$ cat config.mk
export PLATFORM = sky130hd
export DESIGN_NAME = train_timer
export DESIGN_NICKNAME = d
export VERILOG_FILES = /design/src/rtl/train_timer.sv
export SDC_FILE = /design/constraint.sdc
export NUM_CORES = 1
export LEC_CHECK = 0
export BUFFER_PORTS_ARGS = -buffer_cell sky130_fd_sc_hd__buf_4
export CORE_UTILIZATION = 31
export CTS_CLUSTER_SIZE = 12
export DETAILED_ROUTE_END_ITERATION = 7
export GPL_TIMING_DRIVEN = 0
export PLACE_DENSITY = 0.51
export SLEW_MARGIN = 15
export SYNTH_ARGS = -nofsm -noshare
export SYNTH_HDL_FRONTEND = slang
export SYNTH_SLANG_ARGS = --single-unit
$ cat constraint.sdc
create_clock -name clk -period 2.99 [get_ports clk]
set_input_delay 0.1495 -clock clk [delete_from_list [all_inputs] [get_ports clk]]
set_output_delay 0.1495 -clock clk [all_outputs]
set_load 0.02 [all_outputs]
$ cat src/rtl/train_timer.sv
// Millisecond countdown timer: loads a 19-bit ms duration, counts it down with a
// TICKS_PER_MS prescaler and pulses expired for one cycle. Optional macro: TIMER_PAUSE_EN (adds hold).
module train_timer #(
    parameter int TICKS_PER_MS = 50000
) (
    input  logic        clk,
    input  logic        rst_n,
    input  logic [18:0] t,
    input  logic        start,
`ifdef TIMER_PAUSE_EN
    input  logic        hold,
`endif
    output logic        busy,
    output logic        expired,
    output logic [18:0] remaining
);

    localparam int PW = (TICKS_PER_MS > 1) ? $clog2(TICKS_PER_MS) : 1;
    localparam logic [PW-1:0] PRE_MAX = PW'(TICKS_PER_MS - 1);

    typedef enum logic [1:0] {
        IDLE = 2'b00,
        RUN  = 2'b01,
        DONE = 2'b10
    } state_t;

    state_t         r_state;
    logic [PW-1:0]  r_pre;
    logic [18:0]    r_remaining;
    logic           w_wrap;
    logic           w_hold;

    assign w_wrap = (r_pre == PRE_MAX);
`ifdef TIMER_PAUSE_EN
    assign w_hold = hold;
`else
    assign w_hold = 1'b0;
`endif

    // Countdown state machine: start overrides everything, RUN advances the prescaler.
    always_ff @(posedge clk or negedge rst_n) begin
        if (!rst_n) begin
            r_state     <= IDLE;
            r_pre       <= '0;
            r_remaining <= 19'd0;
        end else if (start) begin
            r_pre <= '0;
            if (t != 19'd0) begin
                r_remaining <= t;
                r_state     <= RUN;
            end else begin
                r_remaining <= 19'd0;
                r_state     <= DONE;
            end
        end else begin
            case (r_state)
                IDLE: begin
                    r_state <= IDLE;
                end
                RUN: begin
                    if (w_hold) begin
                        r_state <= RUN;
                    end else if (w_wrap) begin
                        r_pre       <= '0;
                        r_remaining <= r_remaining - 19'd1;
                        if (r_remaining == 19'd1) begin
                            r_state <= DONE;
                        end else begin
                            r_state <= RUN;
                        end
                    end else begin
                        r_pre <= r_pre + PW'(1);
                    end
                end
                DONE: begin
                    r_state <= IDLE;
                end
                default: begin
                    // An illegal encoding recovers to a clean idle timer.
                    r_state     <= IDLE;
                    r_pre       <= '0;
                    r_remaining <= 19'd0;
                end
            endcase
        end
    end

    assign busy      = (r_state == RUN);
    assign expired   = (r_state == DONE);
    assign remaining = r_remaining;

endmodule
==> flow_metrics.env <==
export IMPL_hold_viol_final=0
export IMPL_drive_above_1_share_pct=17.70
export IMPL_antenna_cells=0
export IMPL_synth_cells=271
export IMPL_worst_pin_slew_ns=0.8324
export IMPL_power_total_uw=1352
export IMPL_coreArea_um2=6907
export IMPL_drv_slew=0
export IMPL_die_area_um2=7627
export IMPL_synth_most_common_cell="dfrtp_1"
export IMPL_seq_area_um2=925.9
export IMPL_fill_cells=751
export IMPL_async_reset_ff_share_pct=100.0
export IMPL_grt_overflow_total=0
export IMPL_worstPathArrival_ns=2.91
export IMPL_p_leak_uw=0.001108
export IMPL_setup_viol=0
export IMPL_fmax_mhz=367.2
export IMPL_die_width_um=87.33
export IMPL_hold_path_class="input port to register"
export IMPL_rsz0062_at_grt="no"
export IMPL_cts_root_buf="clkbuf_8"
export IMPL_start_kind="register"
export IMPL_drtPass1Iterations=4
export IMPL_ys_seq_elements=37
export IMPL_finClkSkew_ns=0.01082
export IMPL_final_core_util_pct=41.07
export IMPL_clockBufferDepth=2
export IMPL_grt_max_degree=38
export IMPL_ant_nets=0
export IMPL_synth_fp_nets=296
export IMPL_wire_per_inst_um=16.69
export IMPL_insertion_delay_ns=0.30
export IMPL_ios=43
export IMPL_cts_tree="built"
export IMPL_drc=0
export IMPL_endpoint_kind="register"
export IMPL_synth_top_area_share_pct=41.02
export IMPL_htreeDepth=2
export IMPL_vias=2282
export IMPL_worst_setup_path_type="register to register"
export IMPL_drt_iter0_drc=166
export IMPL_gp_congestion=0.8353
export IMPL_die_height_um=87.33
export IMPL_power_density_nw_per_um2=476.7
export IMPL_yosysTopAreaCell="dfrtp_1"
export IMPL_numCtsBuffers=5
export IMPL_period_needed_ns=2.723
export IMPL_synth_flop_cell="dfrtp_1"
export IMPL_grt_pass1_wl_um=11460
export IMPL_io_buffers=42
export IMPL_fin_nets=346
export IMPL_start_util_pct=32.68
export IMPL_critPathRequiredTime_ns=3.17
export IMPL_crit_fanout=10
export IMPL_yosysWarnings=0
export IMPL_path_clk_slew_ns=0.09
export IMPL_hpwl_um=5035
export IMPL_slew_headroom_pct=43.99
export IMPL_clock_sinks=37
export IMPL_track_usage_pct=19.69
export IMPL_setup_tns_ns=0
export IMPL_syn_area_um2=2257
export IMPL_routed_via_density=5.459
export IMPL_synth_edf_count=0
export IMPL_ys_top_cells_by_count="dfrtp_1, nand2_1, o21ai_0"
export IMPL_max_cap_violations=0
export IMPL_synth_area_per_cell_um2=8.329
export IMPL_row_count=30
export IMPL_status="finished, final reports clean"
export IMPL_grt_pass1_vias=2260
export IMPL_ys_types=45
export IMPL_area_delta_synth_final_pct=25.67
export IMPL_antenna_found_initial=0
export IMPL_multi_input_area_um2=1249
export IMPL_fin_crit_sh_pct=91.09
export IMPL_vdd_drop_max_mv=0.2184
export IMPL_synth_top_cells_by_area="dfrtp_1, o21ai_0, nand2_1"
export IMPL_wl_um=6978
export IMPL_synth_seq_area_share_pct=41.02
==> area by class of cell <==
class | instances | area share, %
Buffer | 15 | 1.985
Multi-Input combinational cell | 212 | 44.02
Tap cell | 96 | 4.235
Timing Repair Buffer | 43 | 11.47
Clock inverter | 3 | 2.294
Clock buffer | 5 | 2.426
Inverter | 7 | 0.9263
Sequential cell | 37 | 32.64
==> state kept, by name, summed over array words and instances, names as in the netlist <==
signal	count
r_pre	16
r_state	2
remaining	19
==> metrics by stage <==
stage	instance area, um2	cells	hold slack (ns)	worst slack [ns]
floorplan	2257	271	-0.1461	0.5986
global placement	2693	409	0.1537	0.2380
detailed placement	2693	409	0.1547	0.2538
CTS	2836	418	0.08668	0.2497
global route	2836	418	0.08626	0.1129
finish	2836	418	0.09089	0.2666
==> repair_timing <==
| action | 4_1_cts | 5_1_grt |
|---|---|---|
| hold buffers | 1 | 0 |
| buffers inserted | 0 | 0 |
| hold endpoints to repair | 37 | 0 |
| gates resized for setup | 0 | 0 |
==> worst paths after layout <==
path                            slack, ns       from  cells after the start             to
worst min register to register       0.49  r_pre[15]                      1      r_pre[15]
worst max-delay path                 0.27  r_pre[12]                      5  remaining[15]
min in group asynchronous            0.36      rst_n                      2   remaining[4]
worst max register to register       0.27  r_pre[12]                      5  remaining[15]
max in group asynchronous            2.28      rst_n                      2      r_pre[15]
worst min-delay path                 0.09       t[6]                      3   remaining[6]
==> critical path, stage by stage, from the launching register on <==
cell and delay, ns:
dfrtp_1 0.45, or4_4 0.59, nor4_4 0.56, nand3_2 0.23
or4_1 0.51, a32o_1 0.27
==> power breakdown <==
part           internal [uW]  total [uW]  switching, uW  leakage, uW
Sequential               531         573           42.3     0.000479
Clock                    332         525            193    0.0000681
Combinational            102         254            152     0.000561
==> cell families after synthesis <==
group | count (synthesis) | share of synthesized area [%]
and+or+nand+nor | 121 | 28.33
AOI/OAI and AO/OA | 82 | 22.95
DFF | 37 | 41.02
buffers and inverters | 22 | 3.659
xor gates and xnor gates | 5 | 1.940
adders and majority gates | 3 | 1.663
muxes | 1 | 0.4435
==> cell usage in the layout, fill, tap and decap left out, types with 4 or more instances in the layout <==
cell type / synthesis / final
dfrtp_1: 37 / 37
inv_1: 7 / 7
clkbuf_1: 15 / 15
nor4_1: 11 / 11
a21oi_1: 16 / 16
clkbuf_8: 0 / 5
nand4_1: 8 / 8
nand2_1: 34 / 34
o22ai_1: 5 / 5
o31ai_1: 6 / 6
xnor2_1: 4 / 4
nor3_1: 9 / 9
nand3_1: 13 / 13
or4_1: 4 / 4
a31oi_1: 6 / 6
o21ai_0: 28 / 28
nor2_1: 22 / 22
buf_4: 0 / 42
==> metal layers <==
| metal | global-route usage (%) | vias up | wire length [um] |
|---|---|---|---|
| met4 | 6.706 | 0 | 44 |
| met5 | 0 | - | 0 |
| met1 | 25.88 | 1085 | 3221 |
| li1 | - | 1122 | - |
| met2 | 32.53 | 70 | 3359 |
| met3 | 3.507 | 5 | 351 |
Note: power is estimated with default switching activity, not from simulation.
